### config.mk
export PLATFORM = sky130hd
export DESIGN_NAME = spike_time_decoder_flat
export DESIGN_NICKNAME = d
export VERILOG_FILES = /design/src/rtl/spike_time_decoder_if.sv /design/src/rtl/spike_time_decoder.sv /design/src/flat_wrapper.sv
export SDC_FILE = /design/constraint.sdc
export NUM_CORES = 1
export LEC_CHECK = 0
export ABC_AREA = 1
export BUFFER_PORTS_ARGS = -buffer_cell sky130_fd_sc_hd__buf_2
export CORE_UTILIZATION = 34
export CTS_BUF_LIST = sky130_fd_sc_hd__clkbuf_4 sky130_fd_sc_hd__clkbuf_8
export DETAILED_ROUTE_END_ITERATION = 12
export GPL_TIMING_DRIVEN = 0
export PLACE_DENSITY = 0.51
export SLEW_MARGIN = 20
export SYNTH_ARGS = -nofsm -noshare
export SYNTH_HDL_FRONTEND = slang
export SYNTH_SLANG_ARGS = --single-unit
### constraint.sdc
create_clock -name clk -period 10.7 [get_ports clk]
set_clock_uncertainty 0.15 [all_clocks]
set_input_delay 0.535 -clock clk [delete_from_list [all_inputs] [get_ports clk]]
set_output_delay 0.535 -clock clk [all_outputs]
set_load 0.02 [all_outputs]
### src/rtl/spike_time_decoder_if.sv
// Valid/ready bus between the last TTFS layer, the spike-time decoder and its result consumer.
// master = the side that drives the vector and accepts results; slave = the decoder.
interface spike_time_decoder_if #(
  parameter int NUM_CLASSES = 10,
  parameter int DATA_WIDTH  = 32,
  parameter int IDX_WIDTH   = $clog2(NUM_CLASSES)
);
  logic                              i_valid;
  logic                              i_ready;
  logic [NUM_CLASSES*DATA_WIDTH-1:0] i_spikes;
  logic                              o_valid;
  logic                              o_ready;
  logic [IDX_WIDTH-1:0]              o_class;
  logic [DATA_WIDTH-1:0]             o_time;
  logic [DATA_WIDTH-1:0]             o_margin;
  logic                              o_no_spike;

  modport master (
    output i_valid, i_spikes, o_ready,
    input  i_ready, o_valid, o_class, o_time, o_margin, o_no_spike
  );

  modport slave (
    input  i_valid, i_spikes, o_ready,
    output i_ready, o_valid, o_class, o_time, o_margin, o_no_spike
  );
endinterface

### src/rtl/spike_time_decoder.sv
// Earliest-spike decoder: scans one captured spike time per cycle, keeping the two smallest
// signed times, then presents winner index, time, margin and no-spike flag until accepted.
module spike_time_decoder #(
  parameter int                    NUM_CLASSES = 10,
  parameter int                    DATA_WIDTH  = 32,
  parameter logic [DATA_WIDTH-1:0] T_MAX       = 32'h00020000,
  parameter int                    IDX_WIDTH   = $clog2(NUM_CLASSES)
) (
  input logic                  clk,
  input logic                  rst_n,
  spike_time_decoder_if.slave  bus
);
  localparam int DW = DATA_WIDTH;
  localparam logic signed [DW-1:0] MAX_POS = {1'b0, {(DW-1){1'b1}}};
  localparam logic [IDX_WIDTH-1:0] LAST_K  = IDX_WIDTH'(NUM_CLASSES - 1);

  typedef enum logic [1:0] {IDLE, SCAN, DONE} state_t;

  state_t                         state_q, state_d;
  logic [IDX_WIDTH-1:0]           k_q, k_d, idx_q, idx_d, cls_q, cls_d;
  logic signed [DW-1:0]           best_q, best_d, second_q, second_d;
  logic signed [DW-1:0]           time_q, time_d, margin_q, margin_d;
  logic                           ns_q, ns_d;
  logic [NUM_CLASSES-1:0][DW-1:0] spk_q, spk_d;
  logic signed [DW-1:0]           t;
  logic signed [DW:0]             diff;

  always_comb begin
    state_d  = state_q;
    k_d      = k_q;
    idx_d    = idx_q;
    best_d   = best_q;
    second_d = second_q;
    spk_d    = spk_q;
    cls_d    = cls_q;
    time_d   = time_q;
    margin_d = margin_q;
    ns_d     = ns_q;
    t        = spk_q[k_q];
    diff     = '0;
    case (state_q)
      IDLE: if (bus.i_valid) begin
        spk_d    = bus.i_spikes;
        k_d      = '0;
        idx_d    = '0;
        best_d   = MAX_POS;
        second_d = MAX_POS;
        state_d  = SCAN;
      end
      SCAN: begin
        // Strict less-than keeps the lower index on ties and pushes the tie into second.
        if (t < best_q) begin
          second_d = best_q;
          best_d   = t;
          idx_d    = k_q;
        end else if (t < second_q) begin
          second_d = t;
        end
        if (k_q == LAST_K) begin
          state_d = DONE;
          cls_d   = idx_d;
          time_d  = best_d;
          ns_d    = (best_d >= $signed(T_MAX));
          diff    = {second_d[DW-1], second_d} - {best_d[DW-1], best_d};
          // second >= best always, so only positive overflow needs clamping.
          if (diff[DW])        margin_d = '0;
          else if (diff[DW-1]) margin_d = MAX_POS;
          else                 margin_d = diff[DW-1:0];
        end else begin
          k_d = k_q + 1'b1;
        end
      end
      DONE: if (bus.o_ready) state_d = IDLE;
      default: state_d = IDLE;
    endcase
  end

  always_ff @(posedge clk or negedge rst_n) begin
    if (!rst_n) begin
      state_q  <= IDLE;
      k_q      <= '0;
      idx_q    <= '0;
      best_q   <= '0;
      second_q <= '0;
      spk_q    <= '0;
      cls_q    <= '0;
      time_q   <= '0;
      margin_q <= '0;
      ns_q     <= 1'b0;
    end else begin
      state_q  <= state_d;
      k_q      <= k_d;
      idx_q    <= idx_d;
      best_q   <= best_d;
      second_q <= second_d;
      spk_q    <= spk_d;
      cls_q    <= cls_d;
      time_q   <= time_d;
      margin_q <= margin_d;
      ns_q     <= ns_d;
    end
  end

  assign bus.i_ready    = (state_q == IDLE);
  assign bus.o_valid    = (state_q == DONE);
  assign bus.o_class    = cls_q;
  assign bus.o_time     = time_q;
  assign bus.o_margin   = margin_q;
  assign bus.o_no_spike = ns_q;
endmodule

### src/flat_wrapper.sv
// flat-port wrapper written by rule: the top's interface ports become plain ports
module spike_time_decoder_flat 
#(
  parameter int                    NUM_CLASSES = 10,
  parameter int                    DATA_WIDTH  = 32,
  parameter logic [DATA_WIDTH-1:0] T_MAX       = 32'h00020000,
  parameter int                    IDX_WIDTH   = $clog2(NUM_CLASSES)
)
  (clk, rst_n, bus_i_valid, bus_i_spikes, bus_o_ready, bus_i_ready, bus_o_valid, bus_o_class, bus_o_time, bus_o_margin, bus_o_no_spike);
  spike_time_decoder_if #(.NUM_CLASSES(NUM_CLASSES), .DATA_WIDTH(DATA_WIDTH), .IDX_WIDTH(IDX_WIDTH)) bus_i ();
  input logic clk;
  input logic rst_n;
  input wire logic [$bits(bus_i.i_valid)-1:0] bus_i_valid;
  input wire logic [$bits(bus_i.i_spikes)-1:0] bus_i_spikes;
  input wire logic [$bits(bus_i.o_ready)-1:0] bus_o_ready;
  output wire logic [$bits(bus_i.i_ready)-1:0] bus_i_ready;
  output wire logic [$bits(bus_i.o_valid)-1:0] bus_o_valid;
  output wire logic [$bits(bus_i.o_class)-1:0] bus_o_class;
  output wire logic [$bits(bus_i.o_time)-1:0] bus_o_time;
  output wire logic [$bits(bus_i.o_margin)-1:0] bus_o_margin;
  output wire logic [$bits(bus_i.o_no_spike)-1:0] bus_o_no_spike;
  assign bus_i.i_valid = bus_i_valid;
  assign bus_i.i_spikes = bus_i_spikes;
  assign bus_i.o_ready = bus_o_ready;
  assign bus_i_ready = bus_i.i_ready;
  assign bus_o_valid = bus_i.o_valid;
  assign bus_o_class = bus_i.o_class;
  assign bus_o_time = bus_i.o_time;
  assign bus_o_margin = bus_i.o_margin;
  assign bus_o_no_spike = bus_i.o_no_spike;
  spike_time_decoder #(.NUM_CLASSES(NUM_CLASSES), .DATA_WIDTH(DATA_WIDTH), .T_MAX(T_MAX), .IDX_WIDTH(IDX_WIDTH)) u_core (.clk(clk), .rst_n(rst_n), .bus(bus_i));
endmodule
**Word-level counts from Yosys, hierarchy flattened**

Index checks and enable logic that the tools add are counted.

- Bits in writable memories: 0
- Bits in registers: 463
- Logic and storage cells: 60
- Memory bits (read-only): 0
- Bits in latches: 0
- Input port bits: 324
- Output and inout port bits: 71
- Memories: 0

- Eq/ne operators: 7
- Reduce and logical (&&, ||, !) cells: 7
- Magnitude comparators: 4
- Bitwise logic cells: 0
- Multiply operators: 0
- Div/mod/pow operators: 0
- $add $sub $neg: 2
- Muxes and demuxes: 21
- Shift operators: 0

Operators by type and width:

| cell | count |
|---|---|
| $mux W32 | 8 |
| $bmux W32 S4 | 1 |
| $pmux W32 S2 | 2 |
| $lt A32 B32 Y1 | 2 |
| $sub A32 B32 Y33 | 1 |
| $ge A32 B19 Y1 const B | 1 |
| $mux W31 | 1 |
| $pmux W4 S2 | 2 |
| $mux W4 | 3 |
| $mux W2 | 3 |
| $ne A2 B2 Y1 const B | 3 |
| $pmux W2 S3 | 1 |
| $reduce_and A2 Y1 | 3 |
| $reduce_and A3 Y1 | 2 |
| $lt A4 B5 Y1 const B | 1 |
| $add A4 B1 Y4 const B | 1 |
| $eq A4 B4 Y1 const B | 1 |
| $eq A2 B1 Y1 const B | 1 |
| $eq A2 B2 Y1 const B | 1 |
| $logic_not A2 Y1 | 1 |
| $ne A2 B1 Y1 const B | 1 |
| $reduce_bool A2 Y1 | 1 |

**Logic depth before layout (Yosys ltp)**

Gate-level depths: netlist of the first run.

- Depth in word-level cells: 9
- Gate-level depth with buffers: 44
- Depth with buffers taken out: 39

**Worst setup path before layout of the first run**

OpenSTA, ideal clock, no wires.

- Path kind: reg-to-reg
- Start: register u_core.k_q[0]
- End: register u_core.margin_q[20] (netlist: u_core.bus.o_margin[20])
- Cell stages (with the launch flop): 43
- Data required time: 10.484 ns
- Library setup time: 0.066 ns
- Buffers on the path: 7
- Clock period less this slack: 5.968 ns
- Arrival time: 5.752 ns
- Path slack: 4.732 ns
- Cell sequence: dfrtp_1 > buf_4 > clkbuf_1 > clkbuf_1 > clkbuf_1 > nand2_1 > nand2_1 > nand2_1 > nand2_1 > ha_1 > a21oi_1 > o21ai_0 > nand3_1 > nand2_1 > nand2_1 > a21oi_1 > a211oi_2 > nand2_4 > (+7 left out) > inv_1 > fa_1 > nand2_1 > o21ai_1 > nand2_1 > nand2_1 > a21oi_2 > o21ai_1 > a21boi_2 > o21ai_1 > nand3_1 > nand4_1 > a21oi_1 > o21ai_1 > a21oi_1 > buf_2 > o21ai_0 > nand2_1

- Cells in the longest elaborated chain, start to end: 9

Ends and longest elaborated chain:

| item | line | RTL |
|---|---|---|
| start: declaration | spike_time_decoder.sv:20 | `logic [IDX_WIDTH-1:0] k_q, k_d, idx_q, idx_d, cls_q, cls_d;` |
| start signal: assignment | spike_time_decoder.sv:92 | `k_q <= k_d;` |
| $bmux W32 S4 | spike_time_decoder.sv:39 | `t = spk_q[k_q];` |
| $mux W32 (not written as such) | spike_time_decoder.sv:39 |  |
| $lt A32 B32 Y1 | spike_time_decoder.sv:56 | `end else if (t < second_q) begin` |
| $mux W32 | spike_time_decoder.sv:56 |  |
| $mux W32 | spike_time_decoder.sv:52 | `if (t < best_q) begin` |
| $mux W32 | spike_time_decoder.sv:41 | `case (state_q)` |
| $sub A32 B32 Y33 | spike_time_decoder.sv:64 | `diff = {second_d[DW-1], second_d} - {best_d[DW-1], best_d};` |
| $mux W31 | spike_time_decoder.sv:67 | `else if (diff[DW-1]) margin_d = MAX_POS;` |
| $mux W32 | spike_time_decoder.sv:66 | `if (diff[DW]) margin_d = '0;` |
| end signal: assignment | spike_time_decoder.sv:99 | `margin_q <= margin_d;` |
| end: declaration | spike_time_decoder.sv:22 | `logic signed [DW-1:0] time_q, time_d, margin_q, margin_d;` |

Parallel ways exist; a longest one is shown, timed or not. The select of a mux whose other input is x is not followed.
A chain may end at the register's enable or synchronous reset.

**Final worst setup path of the first run**

Same ends and word-level chain as after synthesis.

==> metrics.txt, run 1 <==
Worst-Skew Late Latency 720 ps; status complete, no violations; first-pass GRT wire length ~150000 µm; most frequent cell on the critical path nand2_1; clock tree sinks about 460; post-DP HPWL between 70000 and 80000 µm; Sum Neg Setup Slack 0 ps; RSZ-0062 raised after global routing false; vias in the first global route between 20k and 30k; reg-to-reg slack, setup ~1600 ps; Die Ht between 200 and 300 µm; Synth Area per Inst approximately 7.4 µm²; Cell Area, Synth 24700 µm²; share of layout cells above drive strength 1 about 15%; initial antenna violation count 1; GPL Wtd Cong 0.932; fin crit period 9100 ps; IO Port Bufs a little under 400; clock-pin transition on the worst setup and hold timing paths about 60 ps; Residual DRC 0; DR pass1 iterations 8; r2r worst-path depth 40; Startpoint Class register; setup ws final about 1600 ps; cell count after synthesis roughly 3.3k; clk root buf clkbuf_8; die area ~74000 µm²; post-cts sizing count 0; count of state elements after synthesis between 400 and 500; max cap viols 0; number of top-level pins about 400; Congestion Overflow GR 0; CTS Buf Count 85; Finish-stage setup viols 0; chip width between 200 and 300 µm; Hold Fails Final Rpt 0; post-synthesis sequential area ratio 46.9%; core footprint a little over 70000 µm²; final period utilization 85.0%; Starting Density 34.5%; WL per Instance approximately 20 µm; CP Max Fanout 10; post-place setup slack 1730 ps; Tightest Pin Transition 1220 ps; RR Startpoint u_core.k_q[0]; GRT Total Usage 27.6%; final net count about 4.6k; vias per cell between 4 and 5; Antenna Nets Post-Route 0; Synth cell types between 50 and 60; DP Area roughly 28000 µm²; Iteration-0 DRC Markers approximately 2.1k; final wirelength roughly 100000 µm; cell area after layout 33100 µm²; Slew Limit Fails 0; CTS tree yes; vias after detailed routing around 26k; post-CTS setup buffer count 0; crit end category register; Req. time, crit path roughly 11000 ps; delay of the slowest cell on the worst path ~730 ps; Worst Path Arrival roughly 9600 ps; HP Class primary input to asynchronous set/reset pin; FMAX around 0.11 GHz; FP Rows slightly below 100; Worst R2R End u_core.bus.o_margin[20]; Max H-tree Level 3; Synth-to-Final Area Change 34.0%; Hold Slack ~300 ps; relative slew slack a little under a fifth; Clock Path Buffers 3; largest net degree at the start of global routing 90; syn_nets roughly 3.7k; Yosys warning count 0; crit path max-delay cell type clkbuf_1; critical path type register to register
==> cells in the final DEF, fill, tap and decap left out, types with 3 or more instances in the layout <==
| cell | n |
|---|---|
| a211oi_1 | 4 |
| a21oi_1 | 62 |
| a21oi_2 | 3 |
| a31oi_1 | 5 |
| buf_1 | 7 |
| buf_16 | 5 |
| buf_2 | 415 |
| buf_6 | 5 |
| clkbuf_1 | 145 |
| clkbuf_4 | 27 |
| clkbuf_8 | 106 |
| clkinv_2 | 9 |
| clkinv_8 | 3 |
| dfrtp_1 | 462 |
| diode_2 | 4 |
| dlygate4sd3_1 | 322 |
| ha_1 | 96 |
| inv_1 | 216 |
| inv_2 | 4 |
| nand2_1 | 1524 |
| nand2_2 | 9 |
| nand2_4 | 4 |
| nand3_1 | 149 |
| nand4_1 | 9 |
| nor2_1 | 168 |
| nor3_1 | 3 |
| o211ai_1 | 15 |
| o21a_1 | 6 |
| o21ai_0 | 218 |
| o21ai_1 | 44 |
| o21ai_2 | 3 |
| o21bai_1 | 3 |
| o221ai_1 | 50 |
| o22ai_1 | 29 |
| o31ai_1 | 3 |
| xnor2_1 | 12 |
| xor2_1 | 18 |
==> synthesized netlist by cell type, drive strengths merged <==
cell type | number | area (µm²)
and2 | 1 | 6.26
a21boi | 6 | 52.5
o21a | 6 | 45.0
nand2 | 1538 | 5840
o31ai | 3 | 22.5
o211ai | 15 | 113
o21bai | 3 | 22.5
nand3 | 152 | 783
a211oi | 5 | 42.5
xor2 | 18 | 158
a21oi | 65 | 337
fa | 1 | 20.0
nor2 | 169 | 637
o221ai | 50 | 438
nand4 | 9 | 56.3
o2111ai | 1 | 8.76
a2111oi | 2 | 18.8
o221a | 1 | 11.3
nor4 | 3 | 25.0
o22ai | 29 | 181
dfrtp | 462 | 11600
o21ai | 265 | 1340
clkbuf | 146 | 549
inv | 220 | 826
nor3 | 4 | 25.0
xnor2 | 12 | 105
a31oi | 5 | 31.3
buf | 37 | 213
ha | 96 | 1200
clkinv | 1 | 3.75
conb | 1 | 3.75
==> metal layers <==
layer	share of wire, %	track usage, %	up-vias
li1	-	-	12247
met1	43	36.7	12150
met2	46	44.7	968
met3	5.9	3.38	225
met4	4.7	13.0	0
met5	0	0	-
==> logic make-up after synthesis <==
kind of cell    count (synthesis)  synth area share (%)
compound gates                456                  10.8
xor+xnor                       30                  1.06
fa+ha+maj                      97                  4.95
buf+inv                       404                  6.45
flops                         462                  46.9
other cells                     1                0.0152
simple gates                 1876                  29.9
==> critical path: cells and delay by family, from the launching register on <==
kind	cells	cell delay, ps
AND/OR/NAND/NOR	16	1790
adder cells (fa/ha/maj)	3	920
buffers and inverters	7	2770
flip-flops	1	410
AO/OA/AOI/OAI	14	2920
==> through the flow <==
| stage | cells | utilization, % |
|---|---|---|
| 3_3_place_gp | 4669 | 38.9 |
| 2_1_floorplan | 3326 | - |
| 5_1_grt | 5152 | 46.2 |
| 4_1_cts | 5148 | 46.2 |
| 6_report | 5152 | 46.2 |
| 3_5_place_dp | 4674 | 39.1 |
==> state kept, by name (all words and copies together), names as in the netlist <==
name	count
u_core.bus.o_time	32
u_core.state_q	2
u_core.bus.o_class	4
u_core.bus.o_margin	31
u_core.best_q	32
u_core.bus.o_no_spike	1
u_core.spk_q	320
u_core.k_q	4
u_core.second_q	32
u_core.idx_q	4
==> worst max path at each step <==
| stage | endpoint | slack, ps | from | depth (start not counted) |
|---|---|---|---|---|
| finish | u_core.bus.o_margin[20] | 1600 | u_core.k_q[0] | 40 |
| global route | u_core.bus.o_margin[24] | 1070 | u_core.k_q[0] | 40 |
| CTS | u_core.bus.o_margin[27] | 1660 | u_core.k_q[0] | 40 |
| detailed placement | u_core.bus.o_margin[20] | 1730 | u_core.k_q[0] | 40 |
| global placement | u_core.spk_q[42] | -1180 | rst_n | 1 |
| floorplan | u_core.bus.o_margin[20] | 4730 | u_core.k_q[0] | 42 |
==> repair_timing <==
action,CTS,global route
endpoints found under the setup margin,0,0
hold endpoints to repair,401,0
hold buffers,322,0
==> final cells by class <==
type | instances | area, µm²
Antenna cell | 4 | 10.0
Buffer | 183 | 762
Clock buffer | 133 | 1660
Clock inverter | 19 | 203
Fill cell | 7410 | 38500
Inverter | 221 | 830
Multi-Input combinational cell | 2460 | 11500
Sequential cell | 462 | 11600
Tap cell | 950 | 1190
Timing Repair Buffer | 720 | 5340
Power of run 1 is not shown: default switching activity piles up to over one toggle a cycle in this logic, so the estimate is an artifact.
==> run 2, diff against run 1 <==
MAX_ROUTING_LAYER = met4   (was default)
==> metrics.txt, run 2 (synthesis gave the netlist of run 1 again) <==
die area around 74000 µm²; post-cts sizing count 0; final period utilization between 80% and 90%; WHS Endpoint u_core.spk_q[96]; Req. time, crit path between 10000 and 15000 ps; r2r worst-path depth 42; CP Max Fanout 10; post-DP HPWL roughly 75000 µm; Residual DRC 0; max reg flops between 300 and 400; CTS Buf Count 85; clock tree sinks 462; most frequent cells in the layout nand2_1, dfrtp_1, buf_2; RSZ-0062 raised after global routing false; post-CTS setup buffer count 0; Synth-to-Final Area Change 33.9%; crit path max-delay cell type clkbuf_1; fin crit period 9240 ps; most frequent cell on the critical path nand2_1; initial antenna violation count 2; status complete, no violations; fill count 7326; Iteration-0 DRC Markers 1950; critical path type register to register; number of top-level pins 395; first-pass GRT wire length 152000 µm; WL per Instance between 15 and 20 µm; crit end category register; FMAX 0.108 GHz; Worst-Skew Late Latency around 710 ps; Die Ht roughly 270 µm; Max H-tree Level 3; FP Rows between 90 and 100; Congestion Overflow GR 0; Worst Path Arrival 9700 ps; largest net degree at the start of global routing 93; reg-to-reg slack, setup between 1000 and 1500 ps; RR Startpoint u_core.k_q[0]; clk root buf clkbuf_8; chip width between 200 and 300 µm; share of layout cells above drive strength 1 14.7%; hold path startpoint bus_i_spikes[96]; Clock Path Buffers 3; HP Class primary input to register; vias in the first global route approximately 25k; Tightest Pin Transition 1220 ps; largest register by flop count u_core.spk_q; post-route core utilization between 40% and 50%; Finish-stage setup viols 0; Startpoint Class register; Antenna Nets Post-Route 0; final wirelength 102000 µm; delay of the slowest cell on the worst path approximately 730 ps; most common library cell in the layout ignoring fill and taps nand2_1; core footprint between 70000 and 80000 µm²; Worst R2R End u_core.bus.o_margin[22]; relative slew slack between 10% and 20%; DR pass1 iterations 5; Hold Fails Final Rpt 0; worst hold path cell count 3; clock-pin transition on the worst setup and hold timing paths approximately 60 ps; IO Port Bufs 393; GPL Wtd Cong 0.931; max cap viols 0; Slew Limit Fails 0; vias per cell 4.96; final net count around 4.6k; vias after detailed routing roughly 26k; CTS tree yes; GRT Total Usage around 28%; Worst Setup SP u_core.k_q[0]; Starting Density between 30% and 40%
## run 2: cell count changes in the layout (fill, tap and decap cells not counted), sizes merged
cell,before,now
dlygate4sd3,322,321
clkinvlp,2,0
clkbuf,279,282
diode,4,2
inv,223,225
bufinv,2,0
## run 2: cell type report
class | count | area, µm² | share of cell area [%]
clock inverter | 17 | 139 | 0.420
buffer | 183 | 763 | 2.31
timing repair buffer | 719 | 5330 | 16.1
multi-input combinational | 2460 | 11500 | 34.9
inverter | 221 | 830 | 2.51
clock buffer | 136 | 1710 | 5.17
antenna | 2 | 5.00 | 0.0151
tap | 950 | 1190 | 3.60
sequential | 462 | 11600 | 35.0
## run 2: worst max-delay path, delay by kind of cell (launching register included)
| kind | cells | cell delay (ps) |
|---|---|---|
| buf+inv | 8 | 3000 |
| simple gates | 18 | 2110 |
| fa+ha+maj | 3 | 870 |
| compound gates | 13 | 2560 |
| flops | 1 | 420 |
## run 2: layer usage
metal	vias to the layer above	share of wire, %	track usage (%)
li1	12239	-	-
met1	12104	44	36.7
met2	965	46	44.6
met3	217	5.6	3.66
met4	0	4.4	12.0
met5	-	0	-
## run 2: worst max path at each step
| stage | endpoint | cells past startpoint |
|---|---|---|
| 4_1_cts | u_core.bus.o_margin[22] | 40 |
| 6_report | u_core.bus.o_margin[22] | 42 |
| 3_3_place_gp | u_core.spk_q[140] | 1 |
| 3_5_place_dp | u_core.bus.o_margin[22] | 40 |
| 5_1_grt | u_core.bus.o_margin[20] | 40 |
| 2_1_floorplan | u_core.bus.o_margin[20] | 42 |
## run 2: per-stage QoR
| stage | cells | setup slack, ps | TNS, ps | hold slack (ps) | instance area [µm²] |
|---|---|---|---|---|---|
| floorplan | 3326 | 4730 | 0 | 89.4 | 24700 |
| global placement | 4669 | -1170 | -504350 | 307 | 27800 |
| detailed placement | 4674 | 1610 | 0 | 310 | 28000 |
| CTS | 5148 | 1550 | 0 | 0.622 | 33000 |
| global route | 5150 | 1010 | 0 | 28.2 | 33000 |
| finish | 5150 | 1460 | 0 | 60.9 | 33000 |
## run 2: timing repair
action | in CTS | in global routing
endpoints found under the setup margin | 0 | 0
hold buffers | 321 | 0
hold endpoints to repair | 418 | 0
Power of run 2 is left out for the same reason.
